==> src/rtl/idma_obi_ch_arbiter.sv <==
// idma_obi_ch_arbiter
// Merges the two iDMA channel OBI ports (ch0 = AXI2OBI writes, ch1 = OBI2AXI
// reads) onto the single OBI port toward the tile L1 interconnect. Request
// phases are arbitrated round-robin. A waiting request is locked so that its
// a-fields stay stable until granted. Responses come back in order and are
// steered by a 1-bit ID FIFO that records the granted channel of every
// outstanding transaction.
//
// Build option:
//   IDMA_OBI_ARB_FIXED_PRIO_EN - when defined, the round-robin pointer is
//   removed and channel 0 always wins unlocked contention. Locking is the same.
//
// The package below provides the default OBI request/response structs.

package magia_tile_pkg;

    typedef struct packed {
        logic [31:0] addr;
        logic        we;
        logic [3:0]  be;
        logic [31:0] wdata;
        logic [3:0]  aid;
    } idma_obi_a_chan_t;

    typedef struct packed {
        logic             req;
        idma_obi_a_chan_t a;
    } idma_obi_req_t;

    typedef struct packed {
        logic [31:0] rdata;
        logic [3:0]  rid;
        logic        err;
    } idma_obi_r_chan_t;

    typedef struct packed {
        logic             gnt;
        logic             rvalid;
        idma_obi_r_chan_t r;
    } idma_obi_rsp_t;

endpackage

// Handshake semantics: a request phase completes on the cycle where req and
// gnt are both high at the clock edge. The channel keeps req and its a-fields
// stable until that cycle. A response phase is the single cycle in which
// rvalid is high; there is no back-pressure on responses.
module idma_obi_ch_arbiter #(
    parameter int unsigned NumOutstanding = 4,
    parameter type         obi_req_t      = magia_tile_pkg::idma_obi_req_t,
    parameter type         obi_rsp_t      = magia_tile_pkg::idma_obi_rsp_t
) (
    input  logic           clk_i,
    input  logic           rst_ni,
    input  obi_req_t [1:0] ch_obi_req_i,
    output obi_rsp_t [1:0] ch_obi_rsp_o,
    output obi_req_t       obi_req_o,
    input  obi_rsp_t       obi_rsp_i,
    output logic           busy_o
);

    localparam int unsigned PtrW = $clog2(NumOutstanding);
    localparam int unsigned CntW = PtrW + 1;

    logic [1:0]          ch_req;
    logic                sel_idx;
    logic                sel_valid;
    logic                req_out;
    logic                handshake;
    logic                push;
    logic                pop;
    logic                fifo_full;
    logic                fifo_empty;
    logic                fifo_head;

    logic                lock_q;
    logic                lock_idx_q;
`ifndef IDMA_OBI_ARB_FIXED_PRIO_EN
    logic                rr_ptr_q;
`endif

    logic [NumOutstanding-1:0] fifo_q;
    logic [PtrW-1:0]           wr_ptr_q;
    logic [PtrW-1:0]           rd_ptr_q;
    logic [CntW-1:0]           count_q;

    assign ch_req = {ch_obi_req_i[1].req, ch_obi_req_i[0].req};

    // Full/empty come from the registered count only, so a pop in this
    // cycle never frees a slot for a push in the same cycle.
    assign fifo_full  = (count_q == CntW'(NumOutstanding));
    assign fifo_empty = (count_q == '0);
    assign fifo_head  = fifo_q[rd_ptr_q];

    assign req_out   = sel_valid & ~fifo_full;
    assign handshake = req_out & obi_rsp_i.gnt;
    assign push      = handshake;
    assign pop       = obi_rsp_i.rvalid & ~fifo_empty;

    assign busy_o = lock_q | ~fifo_empty;

    // Pick the channel to present: the locked one, else the preferred requester.
    always_comb begin
        sel_idx   = 1'b0;
        sel_valid = 1'b0;
        if (lock_q) begin
            sel_idx   = lock_idx_q;
            sel_valid = ch_req[lock_idx_q];
        end else begin
            sel_valid = |ch_req;
`ifdef IDMA_OBI_ARB_FIXED_PRIO_EN
            sel_idx = ~ch_req[0] & ch_req[1];
`else
            sel_idx = ch_req[rr_ptr_q] ? rr_ptr_q : ~rr_ptr_q;
`endif
        end
    end

    // Forward the selected channel's request phase, gated by FIFO space.
    always_comb begin
        obi_req_o     = ch_obi_req_i[sel_idx];
        obi_req_o.req = req_out;
    end

    // Route gnt to the selected channel and rvalid to the FIFO head channel.
    always_comb begin
        for (int k = 0; k < 2; k++) begin
            ch_obi_rsp_o[k]        = obi_rsp_i;
            ch_obi_rsp_o[k].gnt    = handshake & (sel_idx == 1'(k));
            ch_obi_rsp_o[k].rvalid = pop & (fifo_head == 1'(k));
        end
    end

    // Lock the selection while a presented request waits for gnt; advance
    // the round-robin pointer past the winner on every handshake.
    always_ff @(posedge clk_i or negedge rst_ni) begin
        if (!rst_ni) begin
            lock_q     <= 1'b0;
            lock_idx_q <= 1'b0;
`ifndef IDMA_OBI_ARB_FIXED_PRIO_EN
            rr_ptr_q   <= 1'b0;
`endif
        end else begin
            if (handshake) begin
                lock_q   <= 1'b0;
`ifndef IDMA_OBI_ARB_FIXED_PRIO_EN
                rr_ptr_q <= ~sel_idx;
`endif
            end else if (req_out) begin
                lock_q     <= 1'b1;
                lock_idx_q <= sel_idx;
            end
        end
    end

    // ID FIFO: remember the granted channel of each outstanding transaction.
    always_ff @(posedge clk_i or negedge rst_ni) begin
        if (!rst_ni) begin
            fifo_q   <= '0;
            wr_ptr_q <= '0;
            rd_ptr_q <= '0;
            count_q  <= '0;
        end else begin
            if (push) begin
                fifo_q[wr_ptr_q] <= sel_idx;
                wr_ptr_q         <= wr_ptr_q + 1'b1;
            end
            if (pop) begin
                rd_ptr_q <= rd_ptr_q + 1'b1;
            end
            count_q <= count_q + CntW'(push) - CntW'(pop);
        end
    end

`ifndef SYNTHESIS
    // A response with nothing outstanding is dropped; flag it in simulation.
    a_rvalid_needs_outstanding : assert property (
        @(posedge clk_i) disable iff (!rst_ni) obi_rsp_i.rvalid |-> !fifo_empty
    );
`endif

endmodule

==> config.mk <==
export PLATFORM = sky130hd
export DESIGN_NAME = idma_obi_ch_arbiter
export DESIGN_NICKNAME = d
export VERILOG_FILES = /design/src/rtl/idma_obi_ch_arbiter.sv
export SDC_FILE = /design/constraint.sdc
export NUM_CORES = 1
export LEC_CHECK = 0
export BUFFER_PORTS_ARGS = -buffer_cell sky130_fd_sc_hd__buf_2
export CAP_MARGIN = 25
export CORE_AREA = 2 2 132 134
export CTS_BUF_LIST = sky130_fd_sc_hd__clkbuf_8
export DETAILED_ROUTE_END_ITERATION = 12
export DIE_AREA = 0 0 134 136
export GPL_TIMING_DRIVEN = 0
export SLEW_MARGIN = 20
export SYNTH_ARGS = -nofsm -noshare
export SYNTH_HDL_FRONTEND = slang
export SYNTH_SLANG_ARGS = --single-unit
export TNS_END_PERCENT = 100
==> constraint.sdc <==
create_clock -name clk_i -period 2.44 [get_ports clk_i]
set_input_delay 0.366 -clock clk_i [delete_from_list [all_inputs] [get_ports clk_i]]
set_output_delay 0.366 -clock clk_i [all_outputs]
set_load 0.01 [all_outputs]
* Word-level counts from Yosys, hierarchy flattened
Index checks and enable logic that the tools add are counted.
Operators by class: add/subtract/negate cells 4, multipliers 0, div/mod/pow operators 0, order comparisons 6, equality and inequality tests 1, shift-type cells 0, mux-type cells 16, bitwise gates (word level) 14, reductions and logical operators 5
Operator list (count):
- 2-to-1 mux 73 bit | 2
- 2-to-1 mux 1 bit | 11
- AND 1 bit | 7
- less-than comparator 1 x 2 -> 1 bit, second input constant | 3
- less-than comparator 2 x 3 -> 1 bit, second input constant | 2
- inverter 1 bit | 6
- adder 2 x 1 -> 2 bit, second input constant | 2
- bitwise mux 4 bit | 1
- adder 3 x 1 -> 3 bit | 1
- == test 3 bit, second input constant | 1
- zero test 3 bit | 1
- subtractor 3 x 1 -> 3 bit | 1
- binary-select mux 1 bit (select 2 bit) | 1
- demux 1 bit (select 2 bit) | 1
- >= comparator 2 x 1 -> 1 bit, second input constant | 1
- AND reduction 2 bit | 1
- nonzero test 2 bit | 1
- OR reduction 2 bit | 1
- logical AND 1 bit | 1
- OR 1 bit | 1
Storage, ports and cells: register bits after elaboration 14, bits in latches 0, bits in writable memories 0, bits in read-only memories 0, input bits 189, output and inout bits 153, memories kept 0

* Longest topological paths before layout
depth after elaboration 7, mapped depth 9, mapped depth without buffers 9

* Worst setup path after synthesis
Ideal clock, no wire load.
path type flip-flop to flip-flop, start register count_q[1], end register count_q[2], data arrival time 2.052 ns, data required time 2.316 ns, path slack 0.264 ns, cell stages (with the launch flop) 10, cells stage by stage dfrtp_1 o31ai_1 inv_1 ha_1 inv_1 ha_1 inv_1 fa_1 xnor2_1 xnor2_1
RTL lines:
- start, declared | RTL line 85 | logic [CntW-1:0] count_q;
- start signal, assigned | RTL line 171 | count_q <= count_q + CntW'(push) - CntW'(pop);
- zero test 3 bit | RTL line 92 | assign fifo_empty = (count_q == '0);
- inverter 1 bit | RTL line 98 | assign pop = obi_rsp_i.rvalid & ~fifo_empty;
- AND 1 bit | RTL line 98
- via pop | RTL line 71 | logic pop;
- subtractor 3 x 1 -> 3 bit | RTL line 171
The timed path passes the listed nets, and every way through them passes these cells. A chain may end at the register's enable or synchronous reset.

==> metrics.md <==
| Metric | Value |
|---|---|
| Depth of the CTS H-tree | 1 |
| Worst Path Buf+Inv | 3 |
| Worst-Margin Slew | approximately 400 ps |
| Reg-to-reg slack, setup | approximately 240 ps |
| Chip Width | 134 µm |
| Synth area leaders | buf_4 24%, mux2_4 18%, dfrtp_1 15%, mux2_1 12%, mux2_2 12% |
| Asr flop ratio synth | 100% |
| Termination of the worst setup path | obi_req_o[10] |
| Reg2reg path depth | 9 |
| Worst Skew | 0.599 ps |
| Worst setup path class | register to output port |
| RSZ-0062 raised after global routing | no |
| CP cell instances | nand2_1 -> o21ai_1 -> o21ai_2 -> buf_4 -> buf_2 -> mux2_2 -> buf_2 |
| Synth top cells by count | 75 x buf_4, 29 x mux2_4, 26 x mux2_1 |
| Vias per inst | about 3.5 |
| CP required | a little over 2000 ps |
| DIE HEIGHT | 136 µm |
| CTS tree | yes |
| Seq/Total Area, Yosys | 14.7% |
| P_leak | ~2.4 nW |
| Final setup fails | 0 |
| Dpl ws | between 100 and 150 ps |
| Multi-input logic area | 0.00136 mm² |
| Syn avg cell area | 10.6 µm² |
| Vias in the first global route | 2373 |
| PortBufs | between 300 and 400 |
| Initial antenna violation count | 0 |
| TritonCTS Sinks | 14 |
| Maximum VDD drop | 557 µV |
| Post-Syn Area | 0.00238 mm² |
| Core Util, Final | about 25% |
| Wire length per cell | 13.1 µm |
| DIE AREA | approximately 0.018 mm² |
| Setup TNS | 0 ps |
| Ys Warns | 0 |
| Final number of hold-violating endpoints | 0 |
| Cell family with most CP delay | buffers and inverters |
| Bufs on Longest Clock Path | 2 |
| Slew margin rel. | 73.5% |
| 1st-pass router iterations | 4 |
| Power per cell area | 934 mW/mm² |
| Initial core utilization | 14.1% |
| Most used flip-flop cell after synthesis | dfrtp_1 |
| # rows | 48 |
| Post-route DRC | 0 |
| RePlAce Congestion | 0.780 |
| Largest net degree at the start of global routing | 15 |
| Syn nets | around 420 |
| WL final | 9.96 mm |
| Vias | 2627 |
| GRT Util Overall | 9.24% |
| Largest area contributor in the netlist | buf_4 |
| Final ANT Viol Nets | 0 |
| TritonCTS buffer count | 3 |
| Hold Path Class | primary input to asynchronous set/reset pin |
| Synth top area share | 23.6% |
| Diodes inserted | 0 |
| Crit share post-route | about 95% |
| Distinct cells, synth | 29 |
| Final WS setup | approximately 120 ps |
| Clk pin slew, worst setup/hold paths | roughly 60 ps |
| Reg-to-reg endpoint | count_q[2] |
| Layout net count | about 730 |
| Max-cap violations | 0 |
| Non-filler cells in the finished layout | approximately 760 |
| Area grow syn2layout | 78.5% |
| Final min period | 2320 ps |
| Slowest cell on the critical path | mux2_2 |
| Post-synthesis instance total | 225 |
| Dpl cells | 754 |
| Share of cells above drive strength 1 | 85.6% |
| Crit path depth | 7 |
| Max Slew Vio Count | 0 |
| CP most frequent cell | buf_2 |
| CORE AREA | 0.0169 mm² |
| Crit path max fanout | 10 |
| FILL cells | between 1500 and 2000 |
| Global-route wire length before repair | 13.2 mm |
| Outcome | complete, no violations |
| Grt ovf | 0 |
| Clk_lat worst skew | about 240 ps |
| Critical path endpoint category | output port |
| Dpl hpwl | approximately 9 mm |
| Root Buffer | clkbuf_8 |
| Initial DRC Count | 23 |
| Worst setup SP type | register |
| Hold_buf cts | 0 |
| CP Data Arrival Time | 1960 ps |
| Synthesis-stage register bit count | 14 |
| Most frequent cell after synthesis | buf_4 |
| Post-synth EDFFs | 0 |
| CP startpoint | rr_ptr_q |
| Sequential cell area | 350 µm² |
| CP max stage delay | between 400 and 500 ps |
| Fmax achieved | 0.431 GHz |
| I/O pin total | 342 |
| RR Startpoint | count_q[1] |
-- kinds of logic (layout without fill, tap and decap cells) --
family / count (synthesis) / after routing / share of synthesized area (%)
buffers and inverters: 90 / 399 / 28.4
multiplexers: 81 / 81 / 43.3
AND/OR/NAND/NOR: 21 / 21 / 5.15
flip-flops: 14 / 14 / 14.7
adder cells (fa/ha/maj): 7 / 7 / 3.99
AO/OA/AOI/OAI: 7 / 7 / 2.63
XOR/XNOR: 5 / 5 / 1.84
-- area by class of cell --
class / count / share of cell area (%)
plain buffers: 83 / 15.3
clock buffers: 4 / 1.29
inverters: 7 / 0.618
multi-input cells: 121 / 32.0
flip-flops and latches: 14 / 8.24
well taps: 225 / 6.62
repair buffers: 305 / 36.0
-- layer usage --
metal,GRT usage [%],part of all wire (%),vias to the layer above
met1,11.9,41,1198
met4,0.709,0.070,0
li1,-,-,1309
met2,16.0,50,118
met5,0,0,-
met3,2.57,9.3,2
-- worst min path at each step --
stage / to / from / depth (start not counted)
floorplan: count_q[0] / rst_ni / 0
global route: rd_ptr_q[0] / rst_ni / 1
detailed placement: count_q[1] / rst_ni / 1
global placement: count_q[0] / rst_ni / 1
finish: count_q[1] / rst_ni / 1
CTS: lock_q / rst_ni / 1
-- metrics by stage --
| step | hold WS, ps | cell area [µm²] | power, mW |
|---|---|---|---|
| after floorplan | 70.4 | 2380 | 2.69 |
| final | 13.6 | 4250 | 3.97 |
| after detailed placement | 284 | 4190 | 3.79 |
| after global routing | 34.1 | 4250 | 4.29 |
| after global placement | 282 | 4190 | 3.77 |
| after CTS | 21.4 | 4240 | 4.04 |
-- layout by cell type, fill, tap and decap left out, types with 6 or more instances in the layout --
cell type	n
ha_1	6
mux2_2	25
buf_2	306
buf_4	76
mux2_1	26
inv_1	7
dfrtp_1	14
mux2_4	29
nand2_1	7
-- registers in the layout, summed over array words and instances (netlist names) --
| register | count |
|---|---|
| count_q | 3 |
| fifo_q | 4 |
| lock_idx_q | 1 |
| lock_q | 1 |
| rd_ptr_q | 2 |
| rr_ptr_q | 1 |
| wr_ptr_q | 2 |
-- power breakdown --
group / leakage [nW] / internal, mW / switching (mW)
Combinational: 2.22 / 1.75 / 1.52
Sequential: 0.163 / 0.360 / 0.124
Clock: 0.0288 / 0.143 / 0.0804
-- what timing repair did --
action                                  CTS  global route
gates resized for setup                   0             1
endpoints found under the setup margin    0            13
setup buffers                             0             1
-- worst register-to-register path, cell delays in order, from the launching register on --
cell and delay, ps:
dfrtp_1 460, o31ai_2 330, inv_1 130, ha_1 300
inv_1 60, ha_1 130, inv_1 50, fa_1 370
xnor2_1 140, xnor2_1 130
Note: power is estimated with default switching activity, not from simulation.
